## src/rtl/demux_1_4.sv

```systemverilog
`default_nettype none
// ============================================================================
//  Module   : demux_1_4
//  Purpose  : 1:4 word de-serializer. Collects four consecutive valid words
//             from a serialized lane and presents them together as one frame
//             (slot 0 -> out_1 ... slot 3 -> out_4). A sync strobe realigns
//             the frame, and a mid-frame sync raises a one-cycle error pulse.
//             A wrapping counter tracks completed frames.
//  Ports    : clock        - rising-edge clock
//             reset        - asynchronous, active-low reset
//             in_data      - serialized data word (WIDTH bits)
//             in_valid     - in_data carries a word this cycle
//             in_sync      - with in_valid, current word is slot 0
//             out_1..out_4 - slot 0..3 words of the last completed frame
//             out_valid    - pulse: out_1..out_4 updated at previous edge
//             frame_err    - pulse: mid-frame sync dropped a partial frame
//             frame_count  - completed frames, wraps modulo 2^FCNT_W
//  Revision : 1.0 - initial release
// ============================================================================
module demux_1_4 #(
    parameter int WIDTH  = 16,
    parameter int FCNT_W = 8
) (
    input  logic              clock,
    input  logic              reset,
    input  logic [WIDTH-1:0]  in_data,
    input  logic              in_valid,
    input  logic              in_sync,
    output logic [WIDTH-1:0]  out_1,
    output logic [WIDTH-1:0]  out_2,
    output logic [WIDTH-1:0]  out_3,
    output logic [WIDTH-1:0]  out_4,
    output logic              out_valid,
    output logic              frame_err,
    output logic [FCNT_W-1:0] frame_count
);

    // Slot positions within a frame.
    localparam logic [1:0] c_SLOT0 = 2'd0;
    localparam logic [1:0] c_SLOT1 = 2'd1;
    localparam logic [1:0] c_SLOT2 = 2'd2;
    localparam logic [1:0] c_SLOT3 = 2'd3;

    logic [1:0]        r_slot_q,  w_slot_d;
    logic [WIDTH-1:0]  r_sh0_q,   w_sh0_d;
    logic [WIDTH-1:0]  r_sh1_q,   w_sh1_d;
    logic [WIDTH-1:0]  r_sh2_q,   w_sh2_d;
    logic [WIDTH-1:0]  r_out1_q,  w_out1_d;
    logic [WIDTH-1:0]  r_out2_q,  w_out2_d;
    logic [WIDTH-1:0]  r_out3_q,  w_out3_d;
    logic [WIDTH-1:0]  r_out4_q,  w_out4_d;
    logic              r_valid_q, w_valid_d;
    logic              r_err_q,   w_err_d;
    logic [FCNT_W-1:0] r_fcnt_q,  w_fcnt_d;
    logic [1:0]        w_eff_slot;

    always_comb begin
        // Everything holds by default; the two pulses fall back to 0.
        w_slot_d   = r_slot_q;
        w_sh0_d    = r_sh0_q;
        w_sh1_d    = r_sh1_q;
        w_sh2_d    = r_sh2_q;
        w_out1_d   = r_out1_q;
        w_out2_d   = r_out2_q;
        w_out3_d   = r_out3_q;
        w_out4_d   = r_out4_q;
        w_valid_d  = 1'b0;
        w_err_d    = 1'b0;
        w_fcnt_d   = r_fcnt_q;
        // Sync overrides the running position and restarts the frame.
        w_eff_slot = in_sync ? c_SLOT0 : r_slot_q;

        if (in_valid) begin
            // A sync that lands anywhere but slot 0 abandons a partial frame.
            // Stale sh1/sh2 are harmless: they are rewritten before slot 3.
            w_err_d = in_sync && (r_slot_q != c_SLOT0);
            case (w_eff_slot)
                c_SLOT0: begin
                    w_sh0_d  = in_data;
                    w_slot_d = c_SLOT1;
                end
                c_SLOT1: begin
                    w_sh1_d  = in_data;
                    w_slot_d = c_SLOT2;
                end
                c_SLOT2: begin
                    w_sh2_d  = in_data;
                    w_slot_d = c_SLOT3;
                end
                default: begin
                    // Slot 3: the whole frame is published in one edge so the
                    // outputs are never seen partially updated.
                    w_out1_d  = r_sh0_q;
                    w_out2_d  = r_sh1_q;
                    w_out3_d  = r_sh2_q;
                    w_out4_d  = in_data;
                    w_valid_d = 1'b1;
                    w_fcnt_d  = r_fcnt_q + 1'b1;
                    w_slot_d  = c_SLOT0;
                end
            endcase
        end
    end

    always_ff @(posedge clock or negedge reset) begin
        if (!reset) begin
            r_slot_q  <= c_SLOT0;
            r_sh0_q   <= '0;
            r_sh1_q   <= '0;
            r_sh2_q   <= '0;
            r_out1_q  <= '0;
            r_out2_q  <= '0;
            r_out3_q  <= '0;
            r_out4_q  <= '0;
            r_valid_q <= 1'b0;
            r_err_q   <= 1'b0;
            r_fcnt_q  <= '0;
        end else begin
            r_slot_q  <= w_slot_d;
            r_sh0_q   <= w_sh0_d;
            r_sh1_q   <= w_sh1_d;
            r_sh2_q   <= w_sh2_d;
            r_out1_q  <= w_out1_d;
            r_out2_q  <= w_out2_d;
            r_out3_q  <= w_out3_d;
            r_out4_q  <= w_out4_d;
            r_valid_q <= w_valid_d;
            r_err_q   <= w_err_d;
            r_fcnt_q  <= w_fcnt_d;
        end
    end

    assign out_1       = r_out1_q;
    assign out_2       = r_out2_q;
    assign out_3       = r_out3_q;
    assign out_4       = r_out4_q;
    assign out_valid   = r_valid_q;
    assign frame_err   = r_err_q;
    assign frame_count = r_fcnt_q;

endmodule
`default_nettype wire

```

## config.mk

```make
export PLATFORM = sky130hd
export DESIGN_NAME = demux_1_4
export DESIGN_NICKNAME = d
export VERILOG_FILES = /design/src/rtl/demux_1_4.sv
export SDC_FILE = /design/constraint.sdc
export NUM_CORES = 1
export LEC_CHECK = 0
export ABC_AREA = 0
export BUFFER_PORTS_ARGS = -buffer_cell sky130_fd_sc_hd__buf_2
export CAP_MARGIN = 10
export CORE_UTILIZATION = 55
export CTS_BUF_LIST = sky130_fd_sc_hd__clkbuf_8 sky130_fd_sc_hd__clkbuf_16
export DETAILED_ROUTE_END_ITERATION = 6
export PLACE_DENSITY = 0.86
export SLEW_MARGIN = 10
export SYNTH_ARGS = -nofsm -noshare
export SYNTH_HDL_FRONTEND = slang
export SYNTH_SLANG_ARGS = --single-unit
```

## constraint.sdc

```tcl
create_clock -name clock -period 5.4 [get_ports clock]
set_clock_uncertainty 0.2 [all_clocks]
set_input_delay 0 -clock clock [delete_from_list [all_inputs] [get_ports clock]]
set_output_delay 0 -clock clock [all_outputs]
set_load 0.1 [all_outputs]
```

==> flow_summary_export.csv <==
group,metric,value,unit
status,status,"complete, no violations",
timing,post-route-period-util,60.73,%
finish,layout_cell_share_with_drive_strength_beyond_1,31.19,%
worst_hold_path,timing.hold.worst_endpoint,"out_4[15]$_DFFE_PN0P_",
global_routing,global_route.overflow_total,0,
critical_path,reg2regPathDepth,4,
timing,holdWs,0.07720,ns
floorplanning,pin_count,94,
synthesis,syn_area_per_cell,11.49,µm²
drt,drtAntennaViolNets,0,
global_routing,number_of_antenna_violations_at_the_first_check_in_global_routing,0,
clocking,insertion_delay,0.51,ns
placement,port_buffer_count,93,
global_routing,grt_start_max_net_pins,72,
synthesis,post_syn_area,4778,µm²
critical_path,crit-reg2reg-capture,"frame_count[3]$_DFFE_PN0P_",
placement,placed_cells_incl_taps,596,
clocking,htreeDepth,4,
finish,fin_nets,554,
drt,remaining_drc_errors,0,
clocking,number_of_buffers_added_to_fix_hold_violations_after_cts,22,
critical_path,worstSetupEndpointType,"flop",
clocking,post-cts-setup-buffers,0,
timing,measured_slew_at_the_worst_slew_check_pin,1.181,ns
clocking,post_cts.resized_instances,0,
drt,routed-via-count,3356,
synthesis,synthTopCellsByArea,"sky130_fd_sc_hd__dfrtp_1, sky130_fd_sc_hd__nand2_1, sky130_fd_sc_hd__mux2_2",
drt,wl_per_cell,15.63,µm
placement,gp_routability_congestion,0.7963,
clocking,cts_made_buffers,17,
timing,setup_tns,0,ns
synthesis,synth_fp_nets,438,
critical_path,worstPathRequired,5.59,ns
global_routing,grt_pass1_vias,3364,
timing,period_needed,3.280,ns
job,max_cap_viol_count,0,
timing,slew_violations,0,
timing,max_freq,0.3049,GHz
finish,antenna_cells,0,
synthesis,ys_seq_area_share,64.94,%
floorplanning,placement_rows,33,
floorplanning,die_width,95.21,µm
floorplanning,initial_core_util,57.58,%
placement,hpwlAfterDp,5956,µm
synthesis,synthDominantCellAreaShare,64.94,%
clocking,tritoncts,"yes",
finish,area_growth_syn_to_layout,27.91,%
worst_hold_path,worstHoldPathType,"input port to flop",
worst_hold_path,timing.hold.worst_path_depth,4,
drt,initial_detailed_routing_violation_count,181,
drt,number_of_vias_per_cell,5.163,
clocking,clock_root_buffer,"sky130_fd_sc_hd__clkbuf_8",
critical_path,worst_flop_to_flop_path_startpoint,"r_slot_q[1]$_DFFE_PN0P_",
synthesis,ys_ff_latch,124,
drt,detail_route.wirelength,10160,µm
clocking,cts_num_sinks,124,
critical_path,critPathLaunchType,"flop",
finish,final-instance-count-excl-fill,650,
global_routing,grt_total_usage,24.39,%
floorplanning,die_area,9065,µm²
critical_path,critical_path.max_fanout,71,
drt,drt_pass1_iterations,5,
critical_path,critPathKind,"flop to flop",
timing,setup-violations-final,0,
floorplanning,die_height,95.21,µm
critical_path,cp_data_arrival_time,3.47,ns
synthesis,yosys.area.top_type,"sky130_fd_sc_hd__dfrtp_1",
global_routing,grt_first_pass_wirelength,16390,µm
critical_path,timing.reg2reg.setup_slack,2.12,ns
synthesis,synth.yosys.warnings,0,
timing,final-hold-violation-count,0,
timing,timing.max_slew.rel_slack,21.14,%
worst_hold_path,min-delay-start,"in_data[15]",
timing,rsz0062_at_grt,"false",
synthesis,syn_inst,416,
clocking,bufs_on_longest_clock_path,2,
clocking,cts.reportedPaths.clkPinSlew,0.06,ns
floorplanning,core_region_area,8299,µm²
synthesis,synth.distinct_cells,24,
-- cell type report --
type | count | area [µm²]
clock inverter | 15 | 188.9
timing repair buffer | 116 | 713.2
tap | 105 | 131.4
sequential | 124 | 3103
multi-input combinational | 271 | 1554
clock buffer | 17 | 414.1
fill | 540 | 2187
inverter | 2 | 7.507
-- cell usage in the layout, fill, tap and decap left out, types with 2 or more instances in the layout --
cell type	Yosys	final
sky130_fd_sc_hd__nand2_1	198	198
sky130_fd_sc_hd__dfrtp_1	124	124
sky130_fd_sc_hd__buf_2	13	92
sky130_fd_sc_hd__mux2_2	29	29
sky130_fd_sc_hd__dlygate4sd3_1	0	21
sky130_fd_sc_hd__clkbuf_16	0	16
sky130_fd_sc_hd__mux2_1	10	10
sky130_fd_sc_hd__mux2_4	10	10
sky130_fd_sc_hd__xnor2_1	6	6
sky130_fd_sc_hd__nand4_1	5	5
sky130_fd_sc_hd__clkinv_4	0	5
sky130_fd_sc_hd__inv_6	0	4
sky130_fd_sc_hd__bufinv_16	0	3
sky130_fd_sc_hd__nand2b_1	2	2
sky130_fd_sc_hd__ha_1	2	2
sky130_fd_sc_hd__clkinvlp_4	0	2
sky130_fd_sc_hd__buf_4	1	2
-- worst max-delay path by stage --
stage	start	end	slack, ns
3_3_place_gp	r_slot_q[1]$_DFFE_PN0P_	frame_count[5]$_DFFE_PN0P_	2.20
4_1_cts	r_slot_q[1]$_DFFE_PN0P_	frame_count[6]$_DFFE_PN0P_	2.07
3_5_place_dp	r_slot_q[1]$_DFFE_PN0P_	frame_count[6]$_DFFE_PN0P_	2.08
2_1_floorplan	frame_count[0]$_DFFE_PN0P_	frame_count[4]$_DFFE_PN0P_	3.49
6_report	r_slot_q[1]$_DFFE_PN0P_	frame_count[3]$_DFFE_PN0P_	2.12
5_1_grt	r_slot_q[1]$_DFFE_PN0P_	frame_count[6]$_DFFE_PN0P_	1.81
-- cells by family (layout without fill, tap and decap cells) --
| family | Yosys count | count (layout) | share of synthesized area, % |
|---|---|---|---|
| flops | 124 | 124 | 64.94 |
| fa+ha+maj | 2 | 2 | 0.5236 |
| simple gates | 211 | 211 | 18.02 |
| buf+inv | 21 | 150 | 2.540 |
| xor+xnor | 7 | 7 | 1.283 |
| mux | 49 | 49 | 12.33 |
| compound gates | 2 | 2 | 0.3667 |
-- Yosys cell counts --
cell	count
sky130_fd_sc_hd__buf_6	3
sky130_fd_sc_hd__nand4b_4	1
sky130_fd_sc_hd__nor4_2	1
sky130_fd_sc_hd__inv_2	1
sky130_fd_sc_hd__inv_1	1
sky130_fd_sc_hd__mux2_1	10
sky130_fd_sc_hd__buf_2	13
sky130_fd_sc_hd__and4bb_1	1
sky130_fd_sc_hd__nand2b_1	2
sky130_fd_sc_hd__clkbuf_1	2
sky130_fd_sc_hd__mux2_4	10
sky130_fd_sc_hd__and3_1	1
sky130_fd_sc_hd__o211a_1	1
sky130_fd_sc_hd__buf_4	1
sky130_fd_sc_hd__mux2_2	29
sky130_fd_sc_hd__ha_1	2
sky130_fd_sc_hd__xor2_1	1
sky130_fd_sc_hd__nor2_4	1
sky130_fd_sc_hd__nand2_1	198
sky130_fd_sc_hd__nand4_1	5
sky130_fd_sc_hd__dfrtp_1	124
sky130_fd_sc_hd__xnor2_1	6
sky130_fd_sc_hd__o21a_1	1
sky130_fd_sc_hd__nand3b_1	1
-- stage by stage --
stage | util [%] | setup slack, ns | cell area [µm²]
after global placement | 63.52 | 2.201 | 5271
after detailed placement | 63.52 | 2.083 | 5271
after CTS | 73.65 | 2.074 | 6112
final | 73.65 | 2.120 | 6112
after global routing | 73.65 | 1.806 | 6112
after floorplan | - | 3.486 | 4778
-- flip-flops by register name, indices dropped and copies added (netlist names) --
name         count
out_1           16
out_2           16
out_valid        1
r_sh1_q         16
frame_count      8
out_4           16
frame_err        1
r_sh2_q         16
out_3           16
r_slot_q         2
r_sh0_q         16
-- metal layers --
| layer | share of wire (%) | global-route usage [%] | up-vias |
|---|---|---|---|
| met5 | 0 | 0 | - |
| met4 | 0.60 | 7.449 | 0 |
| met3 | 6.2 | 5.981 | 6 |
| met2 | 52 | 42.38 | 122 |
| met1 | 41 | 29.99 | 1670 |
| li1 | - | - | 1558 |
-- critical path: stages (launching register included) --
cell                       delay, ns
sky130_fd_sc_hd__dfrtp_1        0.51
sky130_fd_sc_hd__nand4b_4       0.78
sky130_fd_sc_hd__inv_2          1.25
sky130_fd_sc_hd__nand4_1        0.23
sky130_fd_sc_hd__xnor2_1        0.18
Power is not shown: default switching activity piles up to over one toggle a cycle in this logic, so the estimate is an artifact.
